[src/rtl/fp16_sched_pkg.sv]
// Shared types and constants for the fp16 multiplier scheduler.
// Tag and response ids are sized for the largest supported requester count.
package fp16_sched_pkg;

  localparam int unsigned FP16_W   = 16;
  localparam int unsigned ID_MAX_W = 3;

  function automatic int unsigned id_w(int unsigned n);
    return (n <= 2) ? 1 : $clog2(n);
  endfunction

  typedef struct packed {
    logic                valid;
    logic [ID_MAX_W-1:0] id;
  } tag_t;

  typedef struct packed {
    logic [ID_MAX_W-1:0] id;
    logic [FP16_W-1:0]   x;
  } rsp_t;

endpackage

[src/rtl/fp16_mul_sched_rr_arbiter.sv]
// Round-robin arbiter: grants the first requester at or after ptr, wrapping.
// ptr moves one past the winner on every grant.
module rr_arbiter
  import fp16_sched_pkg::*;
#(
  parameter int unsigned N = 4
) (
  input  logic                  clk,
  input  logic                  rst,
  input  logic [N-1:0]          req,
  input  logic                  en,
  output logic [N-1:0]          gnt,
  output logic [id_w(N)-1:0]    gnt_id
);

  localparam int unsigned IdW = id_w(N);

  logic [IdW-1:0] ptr_q, ptr_d;

  always_comb begin
    logic           found;
    logic [IdW-1:0] idx;
    gnt    = '0;
    gnt_id = '0;
    found  = 1'b0;
    idx    = '0;
    for (int unsigned k = 0; k < N; k++) begin
      idx = IdW'((32'(ptr_q) + k) % N);
      if (en && !found && req[idx]) begin
        found    = 1'b1;
        gnt[idx] = 1'b1;
        gnt_id   = idx;
      end
    end
  end

  always_comb begin
    ptr_d = ptr_q;
    if (|gnt) begin
      ptr_d = (32'(gnt_id) == N - 1) ? '0 : gnt_id + IdW'(1);
    end
  end

  always_ff @(posedge clk or negedge rst) begin
    if (!rst) begin
      ptr_q <= '0;
    end else begin
      ptr_q <= ptr_d;
    end
  end

endmodule

[src/rtl/fp16_mul_sched.sv]
// Shares one external registered fp16 multiplier among NREQ requesters; tags each
// accepted pair with its requester id and returns results through a credit-guarded FIFO.
module fp16_mul_sched
  import fp16_sched_pkg::*;
#(
  parameter int unsigned NREQ    = 4,
  parameter int unsigned MUL_LAT = 1,
  parameter int unsigned DEPTH   = 4
) (
  input  logic                     clk,
  input  logic                     rst,
  input  logic [NREQ-1:0]          req_valid,
  input  logic [FP16_W*NREQ-1:0]   req_a,
  input  logic [FP16_W*NREQ-1:0]   req_b,
  output logic [NREQ-1:0]          req_ready,
  output logic [FP16_W-1:0]        mul_a,
  output logic [FP16_W-1:0]        mul_b,
  input  logic [FP16_W-1:0]        mul_x,
  output logic                     rsp_valid,
  output logic [FP16_W-1:0]        rsp_x,
  output logic [id_w(NREQ)-1:0]    rsp_id,
  input  logic                     rsp_ready,
  output logic                     busy
);

  localparam int unsigned IdW  = id_w(NREQ);
  localparam int unsigned CntW = $clog2(DEPTH + 1);
  localparam int unsigned PtrW = $clog2(DEPTH);
  localparam int unsigned SumW = CntW + 1;

  logic [NREQ-1:0] gnt;
  logic [IdW-1:0]  gnt_id;
  logic            accept;
  logic            credit_ok;
  logic            push, pop;
  logic [CntW-1:0] inflight;
  logic [SumW-1:0] occupied;

  tag_t            tag_q [MUL_LAT];
  rsp_t            mem_q [DEPTH];
  rsp_t            head;
  logic [PtrW-1:0] wr_ptr_q, wr_ptr_d, rd_ptr_q, rd_ptr_d;
  logic [CntW-1:0] count_q, count_d;

  rr_arbiter #(
    .N (NREQ)
  ) u_arb (
    .clk    (clk),
    .rst    (rst),
    .req    (req_valid),
    .en     (credit_ok),
    .gnt    (gnt),
    .gnt_id (gnt_id)
  );

  // The arbiter only grants valid requesters, so any grant is an accept.
  assign req_ready = gnt;
  assign accept    = |gnt;

  always_comb begin
    mul_a = '0;
    mul_b = '0;
    for (int i = 0; i < NREQ; i++) begin
      if (gnt[i]) begin
        mul_a = req_a[FP16_W*i +: FP16_W];
        mul_b = req_b[FP16_W*i +: FP16_W];
      end
    end
  end

  always_comb begin
    inflight = '0;
    for (int i = 0; i < MUL_LAT; i++) begin
      inflight = inflight + CntW'(tag_q[i].valid);
    end
  end

  // A pop this cycle frees its slot in time for a same-cycle accept.
  assign pop       = rsp_valid && rsp_ready;
  assign push      = tag_q[MUL_LAT-1].valid;
  assign occupied  = SumW'(count_q) + SumW'(inflight) - SumW'(pop);
  assign credit_ok = occupied < SumW'(DEPTH);

  always_ff @(posedge clk or negedge rst) begin
    if (!rst) begin
      for (int i = 0; i < MUL_LAT; i++) begin
        tag_q[i] <= '0;
      end
    end else begin
      tag_q[0] <= '{valid: accept, id: ID_MAX_W'(gnt_id)};
      for (int i = 1; i < MUL_LAT; i++) begin
        tag_q[i] <= tag_q[i-1];
      end
    end
  end

  always_comb begin
    wr_ptr_d = wr_ptr_q;
    rd_ptr_d = rd_ptr_q;
    count_d  = count_q;
    if (push) begin
      wr_ptr_d = (32'(wr_ptr_q) == DEPTH - 1) ? '0 : wr_ptr_q + PtrW'(1);
    end
    if (pop) begin
      rd_ptr_d = (32'(rd_ptr_q) == DEPTH - 1) ? '0 : rd_ptr_q + PtrW'(1);
    end
    case ({push, pop})
      2'b10:   count_d = count_q + CntW'(1);
      2'b01:   count_d = count_q - CntW'(1);
      default: count_d = count_q;
    endcase
  end

  always_ff @(posedge clk or negedge rst) begin
    if (!rst) begin
      wr_ptr_q <= '0;
      rd_ptr_q <= '0;
      count_q  <= '0;
      for (int i = 0; i < DEPTH; i++) begin
        mem_q[i] <= '0;
      end
    end else begin
      wr_ptr_q <= wr_ptr_d;
      rd_ptr_q <= rd_ptr_d;
      count_q  <= count_d;
      if (push) begin
        mem_q[wr_ptr_q] <= '{id: tag_q[MUL_LAT-1].id, x: mul_x};
      end
    end
  end

  assign head      = mem_q[rd_ptr_q];
  assign rsp_valid = count_q != '0;
  assign rsp_x     = head.x;
  assign rsp_id    = IdW'(head.id);
  assign busy      = rsp_valid || (inflight != '0);

  fifo_no_overflow: assert property (@(posedge clk) disable iff (!rst)
    !(push && count_q == CntW'(DEPTH)));

endmodule

[config.mk]
export PLATFORM = sky130hd
export DESIGN_NAME = fp16_mul_sched
export DESIGN_NICKNAME = d
export VERILOG_FILES = /design/src/rtl/fp16_sched_pkg.sv /design/src/rtl/fp16_mul_sched_rr_arbiter.sv /design/src/rtl/fp16_mul_sched.sv
export SDC_FILE = /design/constraint.sdc
export NUM_CORES = 1
export LEC_CHECK = 0
export CORE_MARGIN = 2
export CORE_UTILIZATION = 24
export CTS_CLUSTER_DIAMETER = 100
export DETAILED_ROUTE_END_ITERATION = 10
export PLACE_DENSITY = 0.53
export SLEW_MARGIN = 20
export SYNTH_ARGS = -nofsm -noshare
export SYNTH_HDL_FRONTEND = slang
export SYNTH_HIERARCHICAL = 1
export SYNTH_SLANG_ARGS = --single-unit
[constraint.sdc]
create_clock -name clk -period 6.7 [get_ports clk]
set_clock_uncertainty 0.2 [all_clocks]
set_input_delay 1.34 -clock clk [delete_from_list [all_inputs] [get_ports clk]]
set_output_delay 1.34 -clock clk [all_outputs]
set_load 0.02 [all_outputs]
==> summary.md, run 1 <==
| Metric | Value |
|---|---|
| FF-to-FF End | `push` |
| Min cycle time layout | `6.536 ns` |
| Setup crit end kind | `output pin` |
| Max Buffers Root-to-Sink | `2` |
| Max Cap Viol | `0` |
| CP arrival | `5.00 ns` |
| Fmax | `0.1530 GHz` |
| Hold Path Class | `reg2reg` |
| Synth warnings | `6` |
| Slew margin rel. | `0.3089` |
| Power Dens Cells | `474.7 mW/mm²` |
| First-pass GRT wire length | `24,770 µm` |
| Routed Antenna Nets | `0` |
| RR Startpoint | `count_q[0]` |
| Routability cong. | `0.9063` |
| Diodes inserted | `0` |
| Die X | `152.2 µm` |
| Dominant synthesized flop cell | `dfrtp_1` |
| Vias | `4,488` |
| Reg2reg setup slack | `2.37 ns` |
| Wirelength per Cell | `17.07 µm` |
| Remaining DRCs | `0` |
| Netlist cell types | `48` |
| Ys async rst share | `1.000` |
| Hold Path End | `mem_q[0]` |
| DP HPWL | `11,940 µm` |
| Inserted Clock Buffers | `9` |
| Die span in y | `152.2 µm` |
| Share of the synthesized area in the top cell type | `0.3990` |
| Die area | `0.02315 mm²` |
| Most common cell in the netlist | `dfrtp_1` |
| Critical path type | `in2out` |
| H-tree levels | `3` |
| Synth Area per Inst | `12.03 µm²` |
| Worst-case reg-to-reg path depth | `14` |
| Avg Vias per Cell | `4.785` |
| Io pins | `207` |
| GRT overflow | `0` |
| Clk_lat worst skew | `0.34 ns` |
| Setup TNS | `0 ns` |
| DRT Pass-1 Iters | `4` |
| Total wire length | `16,020 µm` |
| Worst hold path startpoint | `mem_q[0]` |
| Final setup viols | `0` |
| Outcome | `completed` |
| GRT Overall Usage | `0.1333` |
| Final Hold Viols | `0` |
| CORE AREA | `0.02169 mm²` |
| Hold buffer count at cts | `0` |
| Clk sinks | `84` |
| Filler cell count | `2,081` |
| Root buffer cell | `clkbuf_16` |
| Starting DRT DRC Count | `92` |
| Main area contributors after synthesis | `dfrtp_1, mux2_2, mux4_2` |
| PortBufs | `206` |
| Final nets | `820` |
| Crit Path Max Fanout | `9` |
| Worst-path clk slew | `0.07 ns` |
| Largest net degree at the start of global routing | `85` |
| VDD IR max | `0.2203 mV` |
| Syn Nets | `605` |
| Synthesized area | `0.005269 mm²` |
| Post-synth EDFFs | `0` |
| Initial core utilization | `0.2429` |
| Leakage | `3.353 nW` |
| Post-synth top cells | `dfrtp_1, mux2_2, nand2_1` |
| Share of cells above drive strength 1 | `0.2964` |
| Post-synthesis sequential area ratio | `0.3990` |
| Syn Inst Count | `438` |
| Yosys reg bits | `84` |
| Req. time, crit path | `5.16 ns` |
| Number of global-route vias before repair | `4,752` |
| Hold depth | `1` |
| Initial antenna violation count | `0` |
| Leading area contributor after synthesis | `dfrtp_1` |
| P&R area growth vs syn | `54.36%` |
| Least-Margin Pin Slew | `1.037 ns` |
| CP startpoint kind | `primary input` |
| Fin crit share | `0.9755` |
| Slew Viols, Final | `0` |
| CTS tree | `done` |
| Total power | `3.861 mW` |
| Row count | `54` |
## registers in the layout, summed over array words and instances, names as in the netlist
signal	flops
count_q	3
mem_q	72
push	1
rd_ptr_q	2
tag_q	2
u_arb/ptr_q	2
wr_ptr_q	2
## final cells by class
| class | instances | area, µm² | share of cell area |
|---|---|---|---|
| clock inverters | 7 | 73.82 | 0.009077 |
| inverters | 9 | 33.78 | 0.004154 |
| repair buffers | 237 | 2272 | 0.2794 |
| clock buffers | 9 | 225.2 | 0.02769 |
| multi-input cells | 312 | 3075 | 0.3782 |
| well taps | 280 | 350.3 | 0.04308 |
| flip-flops and latches | 84 | 2102 | 0.2585 |
## where the power goes
group | switching [mW] | internal [mW]
Sequential | 0.187 | 0.757
Combinational | 1.18 | 1.25
Clock | 0.225 | 0.264
## cells by family after synthesis
group	share of synthesized area
muxes	0.2653
and+or+nand+nor	0.1183
xor gates and xnor gates	0.01021
DFF	0.3990
adders and majority gates	0.03942
buffers and inverters	0.03894
AOI/OAI and AO/OA	0.1289
## cells in the final DEF (no fill, tap or decap), types with 2 or more instances in the layout
cell type and instances:
mux4_2 22, or2_2 3, nand2_1 40, mux2_2 68, inv_1 9, nand3b_1 5
buf_12 2, buf_6 5, nand2_2 3, a21boi_0 4, clkdlybuf4s50_1 173, dfrtp_1 84
clkbuf_16 10, buf_2 2, inv_6 3, nor2b_4 2, buf_4 25, o21ai_0 3
a221o_2 2, nor2b_1 35, nor2_1 2, mux2i_1 8, a221oi_1 16, dlymetal6s2s_1 6
ha_1 15, mux2_1 5, dlygate4sd2_1 6, a221o_1 2, nor3_1 2, xnor2_1 3
clkbuf_2 15, nand3_1 2, o31ai_1 30, a21oi_1 3, inv_8 2, a221oi_2 15
## worst max path at each step
stage               from         to  slack [ns]  depth (start not counted)
2_1_floorplan  rsp_ready   mul_a[0]        0.47                         15
3_3_place_gp   rsp_ready   mul_a[4]       -0.33                         17
3_5_place_dp   rsp_ready   mul_a[4]       -0.36                         17
4_1_cts        rsp_ready   mul_b[7]       -0.26                         16
5_1_grt        rsp_ready  mul_b[15]       -0.02                         15
6_report       rsp_ready   mul_a[4]        0.16                         17
## routing by layer
layer | GRT usage | up-vias | wire length (µm)
met3 | 0.04465 | 26 | 1193
li1 | - | 2088 | -
met2 | 0.2390 | 181 | 8220
met4 | 0.04361 | 0 | 439
met1 | 0.1486 | 2193 | 6163
met5 | 0 | - | 0
## critical path: stages
cell             delay (ns)
clkdlybuf4s50_1        0.48
nand3_1                0.08
ha_1                   0.29
and4b_1                0.21
a211oi_2               0.22
mux2i_1                0.24
o21ai_2                0.09
and2_1                 0.15
a22oi_2                0.33
nor2b_4                0.09
a221o_1                0.36
nor2b_2                0.18
buf_6                  0.16
a221oi_1               0.09
o31ai_2                0.35
buf_4                  0.17
clkbuf_2               0.16
## metrics by stage
stage | std cells | setup slack (ns) | cell area [µm²] | utilization | hold slack [ns]
after global placement | 921 | -0.3309 | 7760 | 0.3578 | 0.2678
after floorplan | 438 | 0.4733 | 5269 | - | 0.2589
after global routing | 938 | -0.01658 | 8133 | 0.3750 | 0.3155
after detailed placement | 921 | -0.3594 | 7760 | 0.3578 | 0.2809
final | 938 | 0.1642 | 8133 | 0.3750 | 0.2940
after CTS | 937 | -0.2551 | 8048 | 0.3711 | 0.2966
## timing repair
action,CTS,global route
pin swaps,1,8
buffers inserted,0,0
endpoints found under the setup margin,31,29
cloned,0,1
resized for setup,24,77
hold endpoints to repair,0,0
No activity file was read; power rests on OpenSTA's default activity.
==> run 2: changes to the inputs <==
--- a/config.mk
+++ b/config.mk
@@ -9,7 +9,7 @@
 export CORE_UTILIZATION = 24
 export CTS_CLUSTER_DIAMETER = 100
 export DETAILED_ROUTE_END_ITERATION = 10
-export PLACE_DENSITY = 0.53
+export PLACE_DENSITY = 0.55
 export SLEW_MARGIN = 20
 export SYNTH_ARGS = -nofsm -noshare
 export SYNTH_HDL_FRONTEND = slang
==> constraint.sdc (replaced) <==
create_clock -name clk -period 7.25 [get_ports clk]
set_clock_uncertainty 0.2 [all_clocks]
set_input_delay 1.45 -clock clk [delete_from_list [all_inputs] [get_ports clk]]
set_output_delay 1.45 -clock clk [all_outputs]
set_load 0.02 [all_outputs]
==> summary.md, run 2 (synthesis gave the netlist of run 1 again) <==
| Metric | Value |
|---|---|
| Outcome | `completed` |
| Slew Viols, Final | `0` |
| Fmax | `0.1413 GHz` |
| Share of cells above drive strength 1 | `0.2259` |
| Critical path type | `in2out` |
| Biggest register | `mem_q` |
| Max Buffers Root-to-Sink | `2` |
| Hold WS | `0.2866 ns` |
| Clk sinks | `84` |
| Final nets | `804` |
| Clk_lat worst skew | `0.33 ns` |
| VDD IR max | `0.2397 mV` |
| CORE AREA | `0.02169 mm²` |
| Diodes inserted | `0` |
| Most frequent cells in the layout | `clkdlybuf4s50_1, dfrtp_1, mux2_2` |
| Initial core utilization | `0.2429` |
| Placed cells | `906` |
| H-tree levels | `3` |
| P&R area growth vs syn | `53.17%` |
| Die span in y | `152.2 µm` |
| Fin crit share | `0.9761` |
| Total wire length | `16,130 µm` |
| Vias | `4,497` |
| Max Cap Viol | `0` |
| RR Startpoint | `count_q[0]` |
| Slew margin rel. | `0.2854` |
| Die area | `0.02315 mm²` |
| DRT Pass-1 Iters | `5` |
| Total power | `3.585 mW` |
| Starting DRT DRC Count | `205` |
| Remaining DRCs | `0` |
| Layout Cells excl Fill | `922` |
| Avg Vias per Cell | `4.877` |
| Max FFs per register | `72` |
| Worst-case reg-to-reg path depth | `13` |
| Least-Margin Pin Slew | `1.072 ns` |
| Setup ws final | `0.1730 ns` |
| Crit Path Max Fanout | `4` |
| Die X | `152.2 µm` |
| Largest net degree at the start of global routing | `85` |
| Unrepaired setup endpoints after global routing | `no` |
| Commonest non-fill, non-tap cell in the layout | `clkdlybuf4s50_1` |
| CP Cell Sequence | `clkdlybuf4s50_1 -> nand3_1 -> ha_1 -> and4b_1 -> a211oi_2 -> mux2i_1 -> o21ai_1 -> and2_1 -> a22oi_2 -> nor2b_4 -> a221o_1 -> nor2b_2 -> buf_4 -> a221oi_1 -> o31ai_1 -> clkdlybuf4s50_1` |
| Critical path's slowest cell | `clkdlybuf4s50_1` |
| DP HPWL | `11,980 µm` |
| Number of global-route vias before repair | `4,973` |
| Root buffer cell | `clkbuf_16` |
| Power Dens Cells | `444.3 mW/mm²` |
| Final setup viols | `0` |
| PortBufs | `206` |
| First-pass GRT wire length | `26,070 µm` |
| Setup crit end kind | `output pin` |
| CP startpoint kind | `primary input` |
| Row count | `54` |
| Io pins | `207` |
| FF-to-FF End | `push` |
| Reg2reg setup slack | `3.04 ns` |
| Worst setup path end | `mul_a[12]` |
| Max incr delay on CP | `0.64 ns` |
| Final Hold Viols | `0` |
| Routed Antenna Nets | `0` |
| Inserted Clock Buffers | `9` |
| Worst-path clk slew | `0.06 ns` |
| Hold Path Class | `reg2reg` |
| CP arrival | `5.43 ns` |
| Critical path's most frequent cell | `clkdlybuf4s50_1` |
| Wirelength per Cell | `17.49 µm` |
| Routability cong. | `0.8710` |
| Crit. Startpoint | `rsp_ready` |
| Setup TNS | `0 ns` |
| Leakage | `3.590 nW` |
| Post-Place Setup Slack | `-0.02987 ns` |
| Largest registers | `mem_q x72, count_q x3` |
| GRT overflow | `0` |
| Min cycle time layout | `7.077 ns` |
| Initial antenna violation count | `0` |
| Req. time, crit path | `5.60 ns` |
| Hold buffer count at cts | `0` |
| Setup Fix Bufs, Post-CTS | `0` |
| CTS tree | `done` |
| GRT Overall Usage | `0.1395` |
run 2: cell types whose count changed in the layout (fill, tap and decap cells not counted), moves of 6 or more:
cell,delta
a221oi_1,+15
a221oi_2,-15
buf_4,-14
clkbuf_2,-15
dlygate4sd2_1,-6
dlymetal6s2s_1,+25
run 2: through the flow:
step                      area (µm²)  utilization
final                           8070       0.3721
after CTS                       7983       0.3681
after global routing            8070       0.3721
after global placement          7662       0.3533
after detailed placement        7662       0.3533
after floorplan                 5269            -
run 2: where the power goes:
part	total, mW	internal (mW)	switching (mW)
Clock	0.472	0.286	0.186
Combinational	2.25	1.18	1.06
Sequential	0.869	0.700	0.169
run 2: layer usage:
metal,vias up,share of wire,track usage
li1,2054,-,-
met1,2227,0.39,0.1594
met2,185,0.51,0.2501
met3,31,0.064,0.03697
met4,0,0.033,0.05118
met5,-,0,0
run 2: layout make-up:
type | instances | area, µm²
clock buffer | 11 | 252.7
sequential | 84 | 2102
timing repair buffer | 221 | 2295
multi-input combinational | 312 | 2978
fill | 2058 | 13620
clock inverter | 5 | 58.81
tap | 280 | 350.3
inverter | 9 | 33.78
run 2: critical path, delay by kind of cell:
kind	cells	cell delay, ns
AO/OA/AOI/OAI	6	1.33
adder cells (fa/ha/maj)	1	0.29
buffers and inverters	3	1.29
multiplexers	1	0.22
AND/OR/NAND/NOR	5	0.82
run 2: what timing repair did:
action	CTS	global route
setup endpoints to repair	14	31
pin swaps	0	1
gates resized for setup	2	32
run 2: worst min-delay path by stage:
stage	startpoint	endpoint	slack, ns	cells past startpoint
floorplan	mem_q[0]	mem_q[0]	0.26	1
global placement	mem_q[4]	mem_q[4]	0.27	1
detailed placement	mem_q[5]	mem_q[5]	0.28	1
CTS	mem_q[5]	mem_q[5]	0.29	1
global route	mem_q[5]	mem_q[5]	0.29	1
finish	mem_q[5]	mem_q[5]	0.29	1
==> run 3: changes to the inputs <==
--- a/config.mk
+++ b/config.mk
@@ -5,6 +5,7 @@
 export SDC_FILE = /design/constraint.sdc
 export NUM_CORES = 1
 export LEC_CHECK = 0
+export CAP_MARGIN = 20
 export CORE_MARGIN = 2
 export CORE_UTILIZATION = 24
 export CTS_CLUSTER_DIAMETER = 100
==> results of run 3 <==
No change in the layout: final DEF, timing and power equal those of run 2.
